<file path="src/rtl/branch_outcome_tracker_pkg.sv">
// Shared constants and types for the branch outcome tracker.
// Contents: boolean constants, 2-bit predictor state encodings, default
// BTB/queue sizes, the queue entry payload struct and a redirect helper.
package branch_outcome_tracker_pkg;

  localparam bit TRUE  = 1'b1;
  localparam bit FALSE = 1'b0;

  // 2-bit saturating predictor state encodings
  localparam logic [1:0] ST_STRONG_NT = 2'b00;
  localparam logic [1:0] ST_WEAK_NT   = 2'b01;
  localparam logic [1:0] ST_WEAK_T    = 2'b10;
  localparam logic [1:0] ST_STRONG_T  = 2'b11;

  localparam int unsigned DEF_BTB_DEPTH   = 64;
  localparam int unsigned DEF_QUEUE_DEPTH = 8;
  localparam int unsigned DEF_TAG_W       = 3;
  localparam int unsigned ADDR_W          = 32;

  // Fields captured from fetch at push time
  typedef struct packed {
    logic [ADDR_W-1:0] pc;
    logic [ADDR_W-1:0] target;
    logic              pred;
  } br_entry_t;

  // Correct next PC after a mispredict: taken target or fall-through (wraps)
  function automatic logic [ADDR_W-1:0] redirect_pc(input br_entry_t e, input logic actual);
    return actual ? e.target : ADDR_W'(e.pc + 32'd4);
  endfunction

endpackage

</file>
<file path="src/rtl/branch_tag_queue.sv">
// Circular tag queue holding in-flight predicted branches.
// Ports: clk_i/rst_n_i; push_i + push_entry_i write at tail; res_i marks
// res_tag_i resolved with res_taken_i; pop_i retires head; clear_i empties
// everything. Exposes head/tail/count, full, head entry state and whether the
// tag being resolved is still open (valid and unresolved).
module branch_tag_queue
  import branch_outcome_tracker_pkg::*;
#(
  parameter int unsigned DEPTH = DEF_QUEUE_DEPTH,
  parameter int unsigned TAG_W = DEF_TAG_W
) (
  input  logic             clk_i,
  input  logic             rst_n_i,
  input  logic             push_i,
  input  br_entry_t        push_entry_i,
  input  logic             res_i,
  input  logic [TAG_W-1:0] res_tag_i,
  input  logic             res_taken_i,
  input  logic             pop_i,
  input  logic             clear_i,
  output logic [TAG_W-1:0] head_o,
  output logic [TAG_W-1:0] tail_o,
  output logic [TAG_W:0]   count_o,
  output logic             full_o,
  output logic             res_open_o,
  output logic             head_valid_o,
  output logic             head_resolved_o,
  output br_entry_t        head_entry_o,
  output logic             head_actual_o
);

  localparam int unsigned CNT_W = TAG_W + 1;

  br_entry_t        entry_q [DEPTH];
  logic [DEPTH-1:0] actual_q;
  logic [DEPTH-1:0] valid_q, valid_d;
  logic [DEPTH-1:0] resolved_q, resolved_d;
  logic [TAG_W-1:0] head_q, head_d;
  logic [TAG_W-1:0] tail_q, tail_d;
  logic [CNT_W-1:0] count_q, count_d;

  // Pointer/flag next state; clear overrides everything else
  always_comb begin
    valid_d    = valid_q;
    resolved_d = resolved_q;
    head_d     = head_q;
    tail_d     = tail_q;
    count_d    = count_q;
    if (clear_i) begin
      valid_d    = '0;
      resolved_d = '0;
      head_d     = '0;
      tail_d     = '0;
      count_d    = '0;
    end else begin
      if (res_i) resolved_d[res_tag_i] = 1'b1;
      if (pop_i) begin
        valid_d[head_q]    = 1'b0;
        resolved_d[head_q] = 1'b0;
        head_d             = head_q + TAG_W'(1);
      end
      if (push_i) begin
        valid_d[tail_q]    = 1'b1;
        resolved_d[tail_q] = 1'b0;
        tail_d             = tail_q + TAG_W'(1);
      end
      unique case ({push_i, pop_i})
        2'b10:   count_d = count_q + CNT_W'(1);
        2'b01:   count_d = count_q - CNT_W'(1);
        default: count_d = count_q;
      endcase
    end
  end

  // Control state
  always_ff @(posedge clk_i or negedge rst_n_i) begin
    if (!rst_n_i) begin
      valid_q    <= '0;
      resolved_q <= '0;
      head_q     <= '0;
      tail_q     <= '0;
      count_q    <= '0;
    end else begin
      valid_q    <= valid_d;
      resolved_q <= resolved_d;
      head_q     <= head_d;
      tail_q     <= tail_d;
      count_q    <= count_d;
    end
  end

  // Payload storage; only meaningful while the matching valid bit is set
  always_ff @(posedge clk_i) begin
    if (push_i && !clear_i) entry_q[tail_q] <= push_entry_i;
    if (res_i && !clear_i)  actual_q[res_tag_i] <= res_taken_i;
  end

  assign head_o          = head_q;
  assign tail_o          = tail_q;
  assign count_o         = count_q;
  assign full_o          = (count_q == CNT_W'(DEPTH));
  assign res_open_o      = valid_q[res_tag_i] & ~resolved_q[res_tag_i];
  assign head_valid_o    = valid_q[head_q];
  assign head_resolved_o = resolved_q[head_q];
  assign head_entry_o    = entry_q[head_q];
  assign head_actual_o   = actual_q[head_q];

endmodule

</file>
<file path="src/rtl/branch_outcome_tracker.sv">
// Branch outcome tracker: queues predicted branches from fetch, accepts
// out-of-order resolutions by tag, retires in order and issues one predictor
// update per retire; a mispredicting retire also flushes and redirects.
// Ports: clk_in/rst_n_in (async active-low), rdy_in (pause), pred_* push side,
// res_* resolve side, upd_* predictor update, flush_out/redirect_pc_out,
// count_out occupancy, stat_* retire/mispredict counters.
// Optional: define BRANCH_STATS_EN to build the statistics counters; otherwise
// the stat ports read zero.
module branch_outcome_tracker
  import branch_outcome_tracker_pkg::*;
#(
  parameter int unsigned DEPTH = DEF_QUEUE_DEPTH,
  parameter int unsigned TAG_W = DEF_TAG_W
) (
  input  logic             clk_in,
  input  logic             rst_n_in,
  input  logic             rdy_in,
  input  logic             pred_valid_in,
  input  logic [31:0]      pred_pc_in,
  input  logic [31:0]      pred_target_in,
  input  logic             pred_taken_in,
  output logic             pred_ready_out,
  output logic [TAG_W-1:0] pred_tag_out,
  input  logic             res_valid_in,
  input  logic [TAG_W-1:0] res_tag_in,
  input  logic             res_taken_in,
  output logic             upd_valid_out,
  output logic [31:0]      upd_pc_out,
  output logic             upd_taken_out,
  output logic             flush_out,
  output logic [31:0]      redirect_pc_out,
  output logic [TAG_W:0]   count_out,
  output logic [31:0]      stat_branches_out,
  output logic [31:0]      stat_mispred_out
);

  logic [TAG_W-1:0] head, tail;
  logic [TAG_W:0]   count;
  logic             full, res_open, head_valid, head_resolved, head_actual;
  br_entry_t        head_entry, push_entry;

  logic res_hit_c, bypass_c, retire_c, actual_c, mispred_c, push_c;

  logic        upd_valid_q, upd_valid_d;
  logic [31:0] upd_pc_q, upd_pc_d;
  logic        upd_taken_q, upd_taken_d;
  logic        flush_q, flush_d;
  logic [31:0] redirect_q, redirect_d;

  assign push_entry = '{pc: pred_pc_in, target: pred_target_in, pred: pred_taken_in};

  // Retire decision; a resolve aimed at an unresolved head retires it at once
  always_comb begin
    res_hit_c      = rdy_in & res_valid_in & res_open;
    bypass_c       = res_hit_c & (res_tag_in == head);
    retire_c       = rdy_in & head_valid & (head_resolved | bypass_c);
    actual_c       = head_resolved ? head_actual : res_taken_in;
    mispred_c      = retire_c & (actual_c != head_entry.pred);
    // No look-ahead: a same-cycle retire does not free a slot for this push
    pred_ready_out = ~full & ~mispred_c;
    push_c         = rdy_in & pred_valid_in & pred_ready_out;
  end

  branch_tag_queue #(
    .DEPTH (DEPTH),
    .TAG_W (TAG_W)
  ) u_queue (
    .clk_i           (clk_in),
    .rst_n_i         (rst_n_in),
    .push_i          (push_c),
    .push_entry_i    (push_entry),
    .res_i           (res_hit_c),
    .res_tag_i       (res_tag_in),
    .res_taken_i     (res_taken_in),
    .pop_i           (retire_c),
    .clear_i         (mispred_c),
    .head_o          (head),
    .tail_o          (tail),
    .count_o         (count),
    .full_o          (full),
    .res_open_o      (res_open),
    .head_valid_o    (head_valid),
    .head_resolved_o (head_resolved),
    .head_entry_o    (head_entry),
    .head_actual_o   (head_actual)
  );

  // Update/flush outputs; strobes clear each cycle, data holds between retires
  always_comb begin
    upd_valid_d = retire_c;
    upd_pc_d    = upd_pc_q;
    upd_taken_d = upd_taken_q;
    flush_d     = mispred_c;
    redirect_d  = redirect_q;
    if (retire_c) begin
      upd_pc_d    = head_entry.pc;
      upd_taken_d = actual_c;
    end
    if (mispred_c) redirect_d = redirect_pc(head_entry, actual_c);
  end

  always_ff @(posedge clk_in or negedge rst_n_in) begin
    if (!rst_n_in) begin
      upd_valid_q <= 1'b0;
      upd_pc_q    <= '0;
      upd_taken_q <= 1'b0;
      flush_q     <= 1'b0;
      redirect_q  <= '0;
    end else begin
      upd_valid_q <= upd_valid_d;
      upd_pc_q    <= upd_pc_d;
      upd_taken_q <= upd_taken_d;
      flush_q     <= flush_d;
      redirect_q  <= redirect_d;
    end
  end

`ifdef BRANCH_STATS_EN
  logic [31:0] stat_br_q, stat_br_d;
  logic [31:0] stat_mis_q, stat_mis_d;

  // Free-running wrap counters stepped on the retire edge
  always_comb begin
    stat_br_d  = stat_br_q;
    stat_mis_d = stat_mis_q;
    if (retire_c)  stat_br_d  = stat_br_q + 32'd1;
    if (mispred_c) stat_mis_d = stat_mis_q + 32'd1;
  end

  always_ff @(posedge clk_in or negedge rst_n_in) begin
    if (!rst_n_in) begin
      stat_br_q  <= '0;
      stat_mis_q <= '0;
    end else begin
      stat_br_q  <= stat_br_d;
      stat_mis_q <= stat_mis_d;
    end
  end

  assign stat_branches_out = stat_br_q;
  assign stat_mispred_out  = stat_mis_q;
`else
  assign stat_branches_out = 32'd0;
  assign stat_mispred_out  = 32'd0;
`endif

  assign pred_tag_out    = tail;
  assign count_out       = count;
  assign upd_valid_out   = upd_valid_q;
  assign upd_pc_out      = upd_pc_q;
  assign upd_taken_out   = upd_taken_q;
  assign flush_out       = flush_q;
  assign redirect_pc_out = redirect_q;

endmodule

</file>
<file path="config.mk">
export PLATFORM = sky130hd
export DESIGN_NAME = branch_outcome_tracker
export DESIGN_NICKNAME = d
export VERILOG_FILES = /design/src/rtl/branch_outcome_tracker_pkg.sv /design/src/rtl/branch_tag_queue.sv /design/src/rtl/branch_outcome_tracker.sv
export SDC_FILE = /design/constraint.sdc
export NUM_CORES = 1
export LEC_CHECK = 0
export ABC_AREA = 1
export BUFFER_PORTS_ARGS = -buffer_cell sky130_fd_sc_hd__buf_2
export CAP_MARGIN = 10
export CORE_UTILIZATION = 25
export CTS_BUF_LIST = sky130_fd_sc_hd__clkbuf_4
export DETAILED_ROUTE_END_ITERATION = 12
export GPL_ROUTABILITY_DRIVEN = 0
export GPL_TIMING_DRIVEN = 0
export SETUP_SLACK_MARGIN = 0.05
export SLEW_MARGIN = 25
export SYNTH_ARGS = -nofsm -noshare
export SYNTH_HDL_FRONTEND = slang
export SYNTH_HIERARCHICAL = 1
export SYNTH_SLANG_ARGS = --single-unit
</file>
<file path="constraint.sdc">
create_clock -name clk_in -period 5.55 [get_ports clk_in]
set_input_delay 0.2775 -clock clk_in [delete_from_list [all_inputs] [get_ports clk_in]]
set_output_delay 0.2775 -clock clk_in [all_outputs]
set_load 0.02 [all_outputs]
</file>
## Yosys cells after proc, flatten, opt, wreduce, memory -nomap -nowiden

Memories as Yosys holds them, arrays and structs flattened.
Index checks and enable logic that the tools add are counted.
W data, S select, Z words.

| cells by class | value |
|---|---|
| add/subtract/negate cells | 5 |
| multipliers | 0 |
| div/mod/pow operators | 0 |
| $lt $le $gt $ge | 6 |
| equal/unequal tests | 5 |
| shifts and indexed selects | 0 |
| mux-type cells | 37 |
| bitwise operators | 21 |
| reductions and logical operators | 9 |

Operator list:

| kind | count |
|---|---|
| $mux W8 | 10 |
| $add A32 B3 Y32 const B | 1 |
| $mux W32 | 1 |
| $and A8 B8 Y8 | 3 |
| $not A8 Y8 | 2 |
| $or A8 B8 Y8 | 2 |
| $bmux W1 S3 | 5 |
| $lt A3 B4 Y1 const B | 3 |
| $mux W3 | 4 |
| $mux W1 | 11 |
| $and A1 B1 Y1 | 10 |
| $demux W1 S3 | 3 |
| $ge A3 B1 Y1 const B | 3 |
| $bwmux W8 | 1 |
| $pmux W4 S2 | 1 |
| $add A3 B1 Y3 const B | 2 |
| $logic_and A1 B1 Y1 | 5 |
| $add A4 B1 Y4 const B | 1 |
| $eq A4 B4 Y1 const B | 1 |
| $mux W4 | 1 |
| $reduce_bool A2 Y1 | 2 |
| $sub A4 B1 Y4 const B | 1 |
| $eq A3 B3 Y1 | 1 |
| $not A1 Y1 | 3 |
| other kinds (6) | 6 |

| storage, ports and cells | value |
|---|---|
| bits in registers | 101 |
| bits in latches | 0 |
| RAM bits | 520 |
| bits in read-only memories | 0 |
| input bits | 74 |
| output and inout port bits | 139 |
| logic and storage cells | 95 |
| memories kept | 1 |

Memories:

| memory | words | width | rd ports | clocked after memory_dff | write ports | RTL line | text |
|---|---|---|---|---|---|---|---|
| u_queue.entry_q | 8 | 65 | 1 | 0 | 1 | branch_tag_queue.sv:34 | `br_entry_t entry_q [DEPTH];` |

## Depth between registers and ports, before layout

| logic depth | value |
|---|---|
| word-level depth | 16 |
| mapped depth | 28 |
| mapped depth without buffers | 25 |

## Modules after synthesis

Netlist, hierarchy kept.

By module, submodules not included:

| module | instances | cells an instance | area an instance (sq um) | sequential area each (sq um) |
|---|---|---|---|---|
| branch_tag_queue | 1 | 1725 | 21782.1 | 16505.8 |
| branch_outcome_tracker | 1 | 662 | 4364.2 | 1676.6 |

## Worst setup path after synthesis

No wires, ideal clock.

| path | value |
|---|---|
| path kind | flip-flop to flip-flop |
| from | reg u_queue.head_q[0], in the netlist u_queue/head_o[0] |
| to | mem u_queue/entry_q[3][0] (netlist name), enable pin |
| library setup time | 0.488 ns |
| arrival time | 5.267 ns |
| slack | -0.205 ns |
| stages on the path, launching flop included | 18 |
| buffers on the path | 4 |
| cells stage by stage | dfrtp_1 -> buf_4 -> buf_6 -> buf_6 -> nor2_1 -> nor2_1 -> o21ai_1 -> nand4_1 -> o21ai_2 -> nand2_1 -> nand2_1 -> inv_2 -> nand3_4 -> buf_4 -> nand2_1 -> nor2_1 -> nand2_1 -> nor2_1 |

| on the way | value |
|---|---|
| cells in the longest elaborated chain, start to end | 11 |

RTL lines:

| item | RTL line | text |
|---|---|---|
| start, declared | branch_tag_queue.sv:38 | `logic [TAG_W-1:0] head_q, head_d;` |
| start signal, assigned | branch_tag_queue.sv:80 | `head_q <= '0;` |
| start signal, assigned | branch_tag_queue.sv:86 | `head_q <= head_d;` |
| $bmux W1 S3 * | branch_tag_queue.sv:104 | `assign head_resolved_o = resolved_q[head_q];` |
| $mux W1 (implied by the code) * | branch_tag_queue.sv:104 |  |
| named net head_resolved | branch_outcome_tracker.sv:39 | `logic full, res_open, head_valid, head_resolved, head_actual;` |
| $or A1 B1 Y1 / $mux W1 (equally long branches) | branch_outcome_tracker.sv:56, branch_outcome_tracker.sv:57 |  |
| $and A1 B1 Y1 / $ne A1 B1 Y1 (equally long branches) | branch_outcome_tracker.sv:56, branch_outcome_tracker.sv:58 |  |
| $and A1 B1 Y1 * | branch_outcome_tracker.sv:58 | `mispred_c = retire_c & (actual_c != head_entry.pred);` |
| $not A1 Y1 * | branch_outcome_tracker.sv:60 | `pred_ready_out = ~full & ~mispred_c;` |
| $and A1 B1 Y1 * | branch_outcome_tracker.sv:60 |  |
| $and A1 B1 Y1 * | branch_outcome_tracker.sv:61 | `push_c = rdy_in & pred_valid_in & pred_ready_out;` |
| named net push_c | branch_outcome_tracker.sv:42 | `logic res_hit_c, bypass_c, retire_c, actual_c, mispred_c, push_c;` |
| $logic_and A1 B1 Y1 * | branch_tag_queue.sv:94 | `if (push_i && !clear_i) entry_q[tail_q] <= push_entry_i;` |
| $mux W1 * | branch_tag_queue.sv:94 |  |
| $mux W1 (implied by the code) * | branch_tag_queue.sv:94 |  |
| end, declared | branch_tag_queue.sv:34 |  |

The timed path passes the listed nets; every way through them passes the cells marked *. The select of a mux whose other input is x is not followed.

## Worst setup path in the final report

| path | value |
|---|---|
| from | reg u_queue.head_q[0], in the netlist u_queue/head_o[0] |
| to | mem u_queue/entry_q[3][38] (netlist name), enable pin |

Same word-level chain as after synthesis.

==> results.yml <==
timing:
  period_share: 0.944
  hold_violations: 0
  setup_viol: 0
  relSlewSlack: 0.402
  hold_slack_ns: 0.0849
  rsz0062_at_grt: "false"
  fin_skew_ns: 0.0856
  min_period_ns: 5.24
  fin_ws_ns: 0.309
  worst_slew_pin_slew_ns: 0.897
  fmax_mhz: 191
  drv_slew: 0
clock_network:
  cts_buffers: 161
  cts_tree: "done"
  cts_root_buf: "clkbuf_4"
  htreeDepth: 4
  clk_pin_slew_ns: 0.07
  clock_sinks: 621
  clkLatencyLatePin_ns: 1.04
  cts_buffer_depth: 3
global_routing:
  grt_pass1_wl_mm: 123
  grt-ovfl-total: 0
  track_usage: 0.158
  first_global_vias: 18800
  antenna_found_initial: 5
  grt_max_degree: 68
worst_setup_path:
  critPathKind: "flop to flop"
  cp_max_fo: 16
  arrival_ns: 5.91
  worstSetupEndpointType: "flop"
  ff2ff_path_depth: 17
  required_ns: 6.22
  cp-start-kind: "flop"
power:
  peakVddDrop_uv: 221
  p_clk_frac: 0.232
  seqPwrFrac: 0.351
  power_density_nw_per_um2: 524
  p_leak_uw: 0.0129
  p_comb_frac: 0.417
  p_sw_frac: 0.438
  intPower_uw: 9670
  p_switching_uw: 7540
synthesis:
  synthTopCellsByArea: "edfxtp_1 61%, nor2_1 9.1%, dfrtp_1 8.9%"
  yosysTopAreaCell: "edfxtp_1"
  synth_cell_type_count: 36
  ys_seq_area_frac: 0.695
  ys_seq_elements: 621
  syn_inst: 2387
  syn_area_per_cell_um2: 11.0
  synth_area_um2: 26100
  synth_top_area_share: 0.606
  ys_warn_count: 6
floorplan:
  initial_utilization: 0.252
  die_h_um: 325
  chipWidth_um: 325
  rows: 118
  core_um2: 104000
  die_area_um2: 106000
  ios: 213
routing:
  vias_per_cell: 4.48
  vias: 19800
  final_antenna_net_count: 0
  drt-total-wl_mm: 84.8
  dr.pass1.iters: 5
  wl_per_cell_um: 19.2
  drt-initial-drc-count: 2090
  remaining_drc_errors: 0
worst_hold_path:
  whs_path_depth: 2
  hp-class: "primary input to flop"
flow_run:
  drv_cap: 0
placed_design:
  place_inst: 4009
  numPortBuffers: 148
  place_ws_ns: 0.118
  hpwl_mm: 59.4
finish:
  drive_above_1_share: 0.196
  nNetsFinal: 2980
  syn_to_final_growth_pct: 25.7
  instances_no_fill: 4407
  fillCellCount: 10500
status:
  status: "finished, final reports clean"
## layer usage
| metal | GRT usage | wire length (um) | part of all wire |
|---|---|---|---|
| met4 | 0.0546 | 1850 | 0.022 |
| met2 | 0.233 | 36600 | 0.43 |
| met5 | 0 | 81 | 0.00096 |
| met3 | 0.0461 | 9310 | 0.11 |
| met1 | 0.221 | 37000 | 0.44 |
## synthesized netlist by cell type, drive strengths merged
cell and instances:
edfxtp 528, a21oi 18, nor4 2, nand3 51, inv 109, o22ai 7, a31oi 4, fa 1
clkinv 1, nor3b 1, dfrtp 93, clkbuf 48, o21a 1, ha 5, nor3 6, nand4 75
or2 2, nor2 639, buf 128, conb 1, a211oi 3, o21ai 326, nand2 330, o211ai 3
xnor2 2, and2 3
## metrics by stage
stage | cell area [um2] | power, uW | utilization | TNS (ns)
5_1_grt | 32900 | 18200 | 0.317 | 0
6_report | 32900 | 17200 | 0.317 | 0
3_3_place_gp | 28900 | 13000 | 0.278 | -1847.16
3_5_place_dp | 29700 | 13100 | 0.286 | 0
2_1_floorplan | 26400 | 10100 | - | -66.65
4_1_cts | 32800 | 17200 | 0.316 | 0
## critical path: stages, from the launching register on
cell and delay (ns):
dfrtp_1 0.64, buf_4 0.36, buf_1 0.53, o21ai_0 0.28
nand4_1 0.25, nand2_1 0.09, nand2_1 0.26, nand2_1 0.08
nand2_1 0.09, inv_2 0.06, nand3_4 0.13, buf_4 0.26
nand2_1 0.09, nor2_1 0.31, nand2_1 0.46, nor2_4 0.55
buf_16 0.23, buf_16 0.18
## final timing paths
path                                    start                      to  slack [ns]
setup / recovery            u_queue/head_o[0]  u_queue/entry_q[3][38]        0.31
hold / removal                  pred_pc_in[8]  u_queue/entry_q[3][41]        0.08
setup reg to reg            u_queue/head_o[0]  u_queue/entry_q[3][38]        0.31
hold reg to reg            redirect_pc_out[4]      redirect_pc_out[4]        0.48
max in group asynchronous            rst_n_in           upd_pc_out[0]        4.58
min in group asynchronous            rst_n_in          upd_pc_out[19]        0.33
## sequential cells by signal (all words and copies together), names as in the netlist
signal	flops
u_queue/entry_q	520
u_queue/actual_q	8
upd_taken_out	1
flush_out	1
redirect_pc_out	32
u_queue/head_o	3
u_queue/tail_o	3
u_queue/resolved_q	8
upd_valid_out	1
u_queue/valid_q	8
u_queue/count_o	4
upd_pc_out	32
## cells by family after synthesis
group,Yosys count,synth area share
fa+ha+maj,6,0.00316
other cells,1,0.000143
buf+inv,286,0.0588
simple gates,1109,0.171
compound gates,362,0.0706
flops,621,0.695
xor+xnor,2,0.000670
## layout by cell type, fill, tap and decap left out, types with 3 or more instances in the layout
cell type / Yosys / final
nor2_1: 636 / 628
edfxtp_1: 528 / 528
nand2_1: 327 / 327
clkbuf_4: 0 / 245
o21ai_0: 209 / 209
buf_2: 17 / 164
o21ai_1: 116 / 116
inv_1: 101 / 101
dlygate4sd3_1: 0 / 98
dfrtp_1: 93 / 93
buf_4: 74 / 82
nand4_1: 75 / 75
conb_1: 1 / 64
nand3_1: 50 / 50
clkbuf_1: 48 / 46
clkinv_1: 1 / 26
buf_6: 22 / 23
buf_16: 0 / 20
a21oi_1: 18 / 18
buf_1: 15 / 14
buf_12: 0 / 13
inv_2: 8 / 10
nor2_4: 1 / 9
o22ai_1: 7 / 7
inv_6: 0 / 6
nor3_1: 6 / 6
ha_1: 5 / 5
diode_2: 0 / 4
a31oi_1: 4 / 4
nand2_2: 3 / 3
and2_1: 3 / 3
o211ai_1: 3 / 3
inv_8: 0 / 3
clkbuf_2: 0 / 3
a211oi_1: 3 / 3
## layout make-up
type / instances / area [um2] / area share
antenna: 4 / 10.0 / 0.000305
tap: 1380 / 1730 / 0.0525
clock buffer: 245 / 1840 / 0.0560
multi-input combinational: 1543 / 6720 / 0.205
buffer: 176 / 1130 / 0.0343
clock inverter: 41 / 243 / 0.00739
timing repair buffer: 287 / 2600 / 0.0791
inverter: 110 / 413 / 0.0126
sequential: 621 / 18200 / 0.553
## power groups by stage
stage	clock, uW	combinational, uW	sequential (uW)
2_1_floorplan	0	3790	6300
3_3_place_gp	0	6780	6180
3_5_place_dp	0	7000	6120
4_1_cts	4090	7100	6030
5_1_grt	4310	7750	6100
6_report	4000	7170	6040
## what timing repair did
item | in CTS | in global routing
hold endpoints to repair | 652 | 0
buffers inserted | 0 | 9
gates resized for setup | 0 | 5
hold buffers | 99 | 0
endpoints found under the setup margin | 0 | 193
(Power assumes the default switching activity.)
